**src/rtl/floor_request_latch.sv**
```systemverilog
// Request stage for the two-car controller: synchronises and debounces raw hall/car
// buttons, latches presses, and clears a floor's requests after a car has dwelt there.
module floor_request_latch #(
   parameter int unsigned DEBOUNCE_CYCLES = 4,
   parameter int unsigned SERVICE_CYCLES  = 8
) (
   input  logic        clk,
   input  logic        rst,
   input  logic [11:0] hall_buttons,
   input  logic [11:0] car_buttons,
   input  logic [7:0]  half_elevatorPositions,
   input  logic [1:0]  at_stop,
   output logic [11:0] FloorsRequested,
   output logic [11:0] FloorDestinations,
   output logic [1:0]  request_pending,
   output logic [11:0] service_clear
);

   localparam int unsigned DW = $clog2(DEBOUNCE_CYCLES + 1);
   localparam int unsigned SW = $clog2(SERVICE_CYCLES + 1);

   typedef enum logic [1:0] {
      S_IDLE,
      S_DWELL,
      S_DONE
   } svc_e;

   logic [23:0]   raw;
   logic [23:0]   sync1_q, sync2_q;
   logic [23:0]   deb_q, deb_d, debp_q;
   logic [DW-1:0] dcnt_q [24];
   logic [DW-1:0] dcnt_d [24];
   logic [23:0]   set_vec;

   logic [11:0]   fr_q, fr_d, fd_q, fd_d;
   logic [11:0]   clr_mask;

   svc_e          st_q   [2];
   svc_e          st_d   [2];
   logic [2:0]    flr_q  [2];
   logic [2:0]    flr_d  [2];
   logic [SW-1:0] scnt_q [2];
   logic [SW-1:0] scnt_d [2];
   logic [3:0]    pos    [2];
   logic [1:0]    valid;
   logic [1:0]    here;
   logic [1:0]    clr;

   assign raw    = {car_buttons, hall_buttons};
   assign pos[0] = half_elevatorPositions[7:4];
   assign pos[1] = half_elevatorPositions[3:0];

   always_comb begin
      for (int unsigned i = 0; i < 24; i++) begin
         deb_d[i]  = deb_q[i];
         dcnt_d[i] = '0;
         if (sync2_q[i] != deb_q[i]) begin
            if (dcnt_q[i] == DW'(DEBOUNCE_CYCLES - 1)) begin
               deb_d[i] = sync2_q[i];
            end else begin
               dcnt_d[i] = dcnt_q[i] + 1'b1;
            end
         end
      end
   end

   assign set_vec = deb_q & ~debp_q;

   always_comb begin
      for (int unsigned c = 0; c < 2; c++) begin
         valid[c]  = (pos[c][0] == 1'b0) && (pos[c] <= 4'd10);
         here[c]   = at_stop[c] & valid[c];
         st_d[c]   = st_q[c];
         flr_d[c]  = flr_q[c];
         scnt_d[c] = scnt_q[c];
         clr[c]    = 1'b0;
         case (st_q[c])
            S_IDLE: begin
               if (here[c]) begin
                  st_d[c]   = S_DWELL;
                  flr_d[c]  = pos[c][3:1];
                  scnt_d[c] = SW'(1);
               end
            end
            S_DWELL: begin
               // The full dwell has already been counted, so the clear fires regardless of this cycle's inputs.
               if (scnt_q[c] == SW'(SERVICE_CYCLES)) begin
                  clr[c]    = 1'b1;
                  st_d[c]   = S_DONE;
                  scnt_d[c] = '0;
               end else if (here[c] && (pos[c][3:1] == flr_q[c])) begin
                  scnt_d[c] = scnt_q[c] + 1'b1;
               end else begin
                  st_d[c]   = S_IDLE;
                  scnt_d[c] = '0;
               end
            end
            S_DONE: begin
               if (!here[c] || (pos[c][3:1] != flr_q[c])) begin
                  st_d[c] = S_IDLE;
               end
            end
            default: begin
               st_d[c]   = S_IDLE;
               scnt_d[c] = '0;
            end
         endcase
      end
   end

   always_comb begin
      clr_mask = '0;
      if (clr[0]) clr_mask = clr_mask | (12'd1 << flr_q[0]);
      if (clr[1]) clr_mask = clr_mask | (12'd64 << flr_q[1]);
      fr_d = (fr_q | set_vec[11:0])  & ~clr_mask;
      fd_d = (fd_q | set_vec[23:12]) & ~clr_mask;
   end

   always_ff @(posedge clk) begin
      if (!rst) begin
         sync1_q <= '0;
         sync2_q <= '0;
         deb_q   <= '0;
         debp_q  <= '0;
         fr_q    <= '0;
         fd_q    <= '0;
         for (int unsigned i = 0; i < 24; i++) dcnt_q[i] <= '0;
         for (int unsigned c = 0; c < 2; c++) begin
            st_q[c]   <= S_IDLE;
            flr_q[c]  <= '0;
            scnt_q[c] <= '0;
         end
      end else begin
         sync1_q <= raw;
         sync2_q <= sync1_q;
         deb_q   <= deb_d;
         debp_q  <= deb_q;
         fr_q    <= fr_d;
         fd_q    <= fd_d;
         for (int unsigned i = 0; i < 24; i++) dcnt_q[i] <= dcnt_d[i];
         for (int unsigned c = 0; c < 2; c++) begin
            st_q[c]   <= st_d[c];
            flr_q[c]  <= flr_d[c];
            scnt_q[c] <= scnt_d[c];
         end
      end
   end

   assign FloorsRequested    = fr_q;
   assign FloorDestinations  = fd_q;
   assign request_pending[0] = |(fr_q[5:0]  | fd_q[5:0]);
   assign request_pending[1] = |(fr_q[11:6] | fd_q[11:6]);
   assign service_clear      = clr_mask & (fr_q | fd_q);

endmodule
```
**config.mk**
```make
export PLATFORM = sky130hd
export DESIGN_NAME = floor_request_latch
export DESIGN_NICKNAME = d
export VERILOG_FILES = /design/src/rtl/floor_request_latch.sv
export SDC_FILE = /design/constraint.sdc
export NUM_CORES = 1
export LEC_CHECK = 0
export CAP_MARGIN = 10
export CELL_PAD_IN_SITES_DETAIL_PLACEMENT = 2
export CELL_PAD_IN_SITES_GLOBAL_PLACEMENT = 2
export CORE_ASPECT_RATIO = 1.75
export CORE_MARGIN = 2
export CORE_UTILIZATION = 36
export CTS_CLUSTER_DIAMETER = 120
export DETAILED_ROUTE_END_ITERATION = 8
export MAX_ROUTING_LAYER = met4
export PLACE_DENSITY = 0.89
export REMOVE_ABC_BUFFERS = 1
export SETUP_SLACK_MARGIN = 0.4
export SLEW_MARGIN = 20
export SYNTH_ARGS = -nofsm -noshare
export SYNTH_HDL_FRONTEND = slang
export SYNTH_SLANG_ARGS = --single-unit
```
**constraint.sdc**
```tcl
create_clock -name clk -period 2.4 [get_ports clk]
set_input_delay 0.48 -clock clk [delete_from_list [all_inputs] [get_ports clk]]
set_output_delay 0.48 -clock clk [all_outputs]
set_load 0.05 [all_outputs]
```
# Word-level counts from Yosys, hierarchy flattened
# Memory sizes are Yosys's and may differ from the RTL's.
# Index checks and enable logic that the tools add are counted.
# word_totals
regBits	120
ram_bits	90
inputBits	36
out_inout_bits	38
word_cells	311
n_memories	4
# classes
addsub	26
n_lt_le_gt_ge	2
eq_ne	58
n_shift	2
muxes	108
n_bitwise	46
n_reduce_logical	36
# mem_list
memory	depth	word_bits	read_ports	rd_ports_with_merged_regs	wr	line_no	text
dcnt_q	24	3	24	0	24	31	logic [DW-1:0] dcnt_q [24];
scnt_q	2	4	2	0	2	42	logic [SW-1:0] scnt_q [2];
flr_q	2	3	2	0	2	40	logic [2:0] flr_q [2];
st_q	2	2	2	0	2	38	svc_e st_q [2];
# ops
cell	count
$mux 3	78
$add 3x1->3 const B	24
$eq 3x2->1 const B	24
$or 12x12->12	4
$reduce_and 2->1	24
$and 12x12->12	3
$mux 4	8
$or 1x1->1	30
$and 24x24->24	1
$mux 12	2
$ne 1x1->1	24
$not 24->24	1
$pmux 4 s3	2
$mux 2	10
$not 12->12	1
$or 6x6->6	2
$pmux 2 s3	2
$reduce_or 6->1	2
$shl 1x3->12 const A	1
$shl 7x3->12 const A	1
$add 4x1->4 const B	2
$eq 4x4->1 const B	2
$le 4x4->1 const B	2
$eq 3x3->1	2
other kinds (10)	26

# Depth between registers and ports, before layout
# depth
depth_word	8
ltp_mapped	7
mapped_depth_nobuf	6

# Worst setup path after synthesis
# OpenSTA, ideal clock, no wires.
# synth_path
path_type	register -> output
from	memory scnt_q[0][0] in the netlist's numbering
to	output port service_clear[4]
arrival_ns	2.635
t_required_ns	1.920
path_slack_ns	-0.715
stages_incl_launch_ff	7
path_buffers	1
path_cell_list	dfxtp_1 inv_1 ha_1 nand3b_4 or3_1 buf_6 nor4_1
# synth_rtl
element	line_no	text
start, declared	42	
end, declared	16	output logic [11:0] service_clear

==> key figures <==
Floorplan
  • Core area: 21500 µm²
  • Rows: 71
  • Die ar.: 23200 µm²
  • Io pins: 74
  • Die width: 116 µm
  • Die H: 200 µm
  • Starting Density: 36.8%

Power
  • Gate power share: 3.7%
  • PwrDens: 732 nW/µm²
  • Peak supply drop: 0.478 mV
  • Leakage power total: 0.00422 µW
  • Clk pwr share: 48.2%
  • Cell Int Power: 5870 µW
  • Switching share of power: 21.3%
  • Final Power: 7460 µW
  • Register share of total power: 48.0%
  • Psw: 1590 µW

Min path
  • Worst hold stages: 1
  • Hold wc startpoint: dcnt_q[1][18]
  • WHS Endpoint: dcnt_q[1][18]
  • Hold WC Path Type: reg -> reg

Global routing
  • Largest net degree at the start of global routing: 96
  • Vias in the first global route: 6442
  • Gr ovfl total: 0
  • GRT Util Overall: 18.1%
  • First-pass GRT wire length: 32500 µm
  • Initial antenna violation count: 0

Clock network
  • Clock sink total: 210
  • Htree depth: 1
  • CTS tree: yes
  • Cts hold-fix bufs: 0
  • Clk_lat worst skew: 0.50 ns
  • Clock transition at path regs: 0.07 ns
  • Root Buffer: clkbuf_16
  • Inserted Clock Buffers: 21
  • CTS max path bufs: 3

Detailed routing
  • DRC Markers: 0
  • Via count: 5684
  • Pre-Repair DR Iteration Count: 4
  • First DRT Iteration DRCs: 151
  • WL/cell: 17.5 µm
  • Post-route ant nets: 0
  • DRT Wirelength: 20900 µm
  • Via density: 4.76

Synthesis
  • Number of synthesized register bits: 210
  • Seq/Total Area, Yosys: 53.2%
  • EDFF count, synth: 0
  • Mean Syn Cell Area: 9.98 µm²
  • Post-synth ARST share: 0%
  • Yosys top cell area share: 53.2%
  • Ranking of synthesized cells by area: dfxtp_1 53%, ha_1 8.2%, and2_1 5.8%
  • Cell count after synthesis: 792
  • Yosys top cell by area: dfxtp_1
  • Synth Flop Type: dfxtp_1
  • Post-Syn Area: 7910 µm²
  • Number of distinct library cells after synthesis: 50
  • Yosys warnings: 0

Final layout
  • Fin nets: 976
  • Fillers: 2226
  • Share of layout cells above drive strength 1: 14.6%
  • Inserted Diodes: 0
  • Fin cells: 1194
  • Area Overhead vs Synth: 28.9%

STA
  • Pins Over Slew Limit: 0
  • Layout Skew: 0.0189 ns
  • Fmax: 390 MHz
  • Final hold slack: 0.421 ns
  • RSZ-0062 raised after global routing: true
  • Slew headroom: 62.4%
  • Final Hold Viols: 0
  • Final setup viols: 5
  • Final worst slack: -0.167 ns
  • TNS Setup: -0.708 ns
  • Crit share post-route: 107%
  • Min Clock Period, post-route: 2.57 ns
  • Tightest Pin Transition: 0.562 ns

Placement
  • Gpl congestion: 0.761
  • Port bufs: 73
  • Setup WS pre-CTS: 0.0323 ns
  • Placed cells: 1143
  • Detailed placement HPWL: 13200 µm

Run
  • Max-cap viol count: 0

Status
  • Failing checks: negative setup slack
  • Status: finished with violations

Worst setup path
  • Reg2Reg Depth: 7
  • Worst setup path start: scnt_q[0][1]
  • Worst Path Required: 1.92 ns
  • Critical R2R Capture: FloorDestinations[0]
  • Worst R2R Setup Slack: 0.51 ns
  • CP max FO: 6
  • Critical path data arrival time: 2.09 ns
  • CP startpoint kind: flip-flop
  • Setup CP Type: reg -> out
  • Reg-to-Reg Start: scnt_q[0][1]
  • CP Capture Type: output port
## through the flow
stage,utilization (%),instance area (µm²)
3_5_place_dp,42.4,9110
6_report,47.4,10200
3_3_place_gp,42.4,9110
5_1_grt,47.4,10200
4_1_cts,47.1,10100
2_1_floorplan,-,7810
## Yosys cell counts, types with 2 or more instances
cell type and count:
xor2_1 26, o21a_1 5, nand3b_1 25, nand2_1 9, o21ai_0 9, ha_1 52
o211a_1 2, buf_1 2, nor3b_1 2, nor2b_1 42, o31ai_1 2, mux2i_1 30
a21boi_0 2, and2_1 73, or3_1 2, clkbuf_1 15, o211ai_1 2, inv_1 75
and3b_1 3, nand4b_1 2, buf_2 5, nor2_1 113, xnor2_1 2, dfxtp_1 210
nand4_1 7, nand2b_1 4, nand3_1 9, a21oi_1 23, nor4_1 9, nor3_1 9
o2111a_1 2
## state kept, by name (all words and copies together), names as in the netlist
| register | cells |
|---|---|
| sync1_q | 24 |
| scnt_q | 8 |
| FloorsRequested | 12 |
| deb_q | 24 |
| st_q | 4 |
| flr_q | 6 |
| debp_q | 24 |
| dcnt_q | 72 |
| FloorDestinations | 12 |
| sync2_q | 24 |
## how the worst max path moves through the flow
stage	to	slack (ns)	cells past startpoint
4_1_cts	service_clear[6]	-0.18	7
3_5_place_dp	service_clear[7]	0.03	7
3_3_place_gp	service_clear[7]	0.07	7
6_report	service_clear[6]	-0.17	7
5_1_grt	service_clear[5]	-0.25	7
2_1_floorplan	service_clear[4]	-0.70	5
## layout by cell type (no fill, tap or decap), types with 20 or more instances in the layout
cell type and n:
dfxtp_1 197, xor2_1 26, mux2i_1 30, ha_1 50
and2_1 73, nor2b_1 42, buf_4 20, a21oi_1 23
nand3b_1 25, clkbuf_16 21, nor2_1 109, inv_1 71
clkdlybuf4s50_1 34
## final cells by class
cell class	instances	area [µm²]	area share (%)
tap	292	365	3.58
timing repair buffer	96	1020	9.97
sequential	210	4230	41.5
clock inverter	11	165	1.62
multi-input combinational	484	3540	34.7
inverter	75	284	2.79
clock buffer	26	594	5.83
## metal layers
layer  GRT usage (%)  routed length (µm)  vias up  part of all wire [%]
met2            35.8               12000       92                    57
met5               -                   0        -                     0
met1            18.0                7770     2808                    37
met3            2.20                 599       33                   2.9
met4            5.69                 510        0                   2.4
li1                -                   -     2751                     -
## critical path: stages, from the launching register on
cell and delay, ns:
dfxtp_2 0.33, inv_2 0.06, ha_4 0.14, nand3b_4 0.08, or3_4 0.47, o2bb2ai_4 0.16
o21a_1 0.20, buf_12 0.15
## cells by family (layout without fill, tap and decap cells)
| group | count (synthesis) | count (layout) | share of synthesized area (%) |
|---|---|---|---|
| buf+inv | 98 | 208 | 4.83 |
| compound gates | 56 | 56 | 4.79 |
| flops | 210 | 210 | 53.2 |
| xor+xnor | 28 | 28 | 3.10 |
| mux | 30 | 30 | 3.80 |
| fa+ha+maj | 52 | 52 | 8.23 |
| simple gates | 318 | 318 | 22.1 |
## power groups by stage
stage               registers [µW]  clock network (µW)  logic, µW
floorplan                     3650                   0        119
global placement              3660                   0        249
detailed placement            3660                   0        262
CTS                           3580                3700        276
global route                  3590                3840        307
finish                        3580                3600        278
## timing repair
item	4_1_cts	5_1_grt
resized for setup	87	30
pin swaps	19	6
setup endpoints to repair	39	21
setup buffers	10	4
Note: power is estimated with default switching activity, not from simulation.
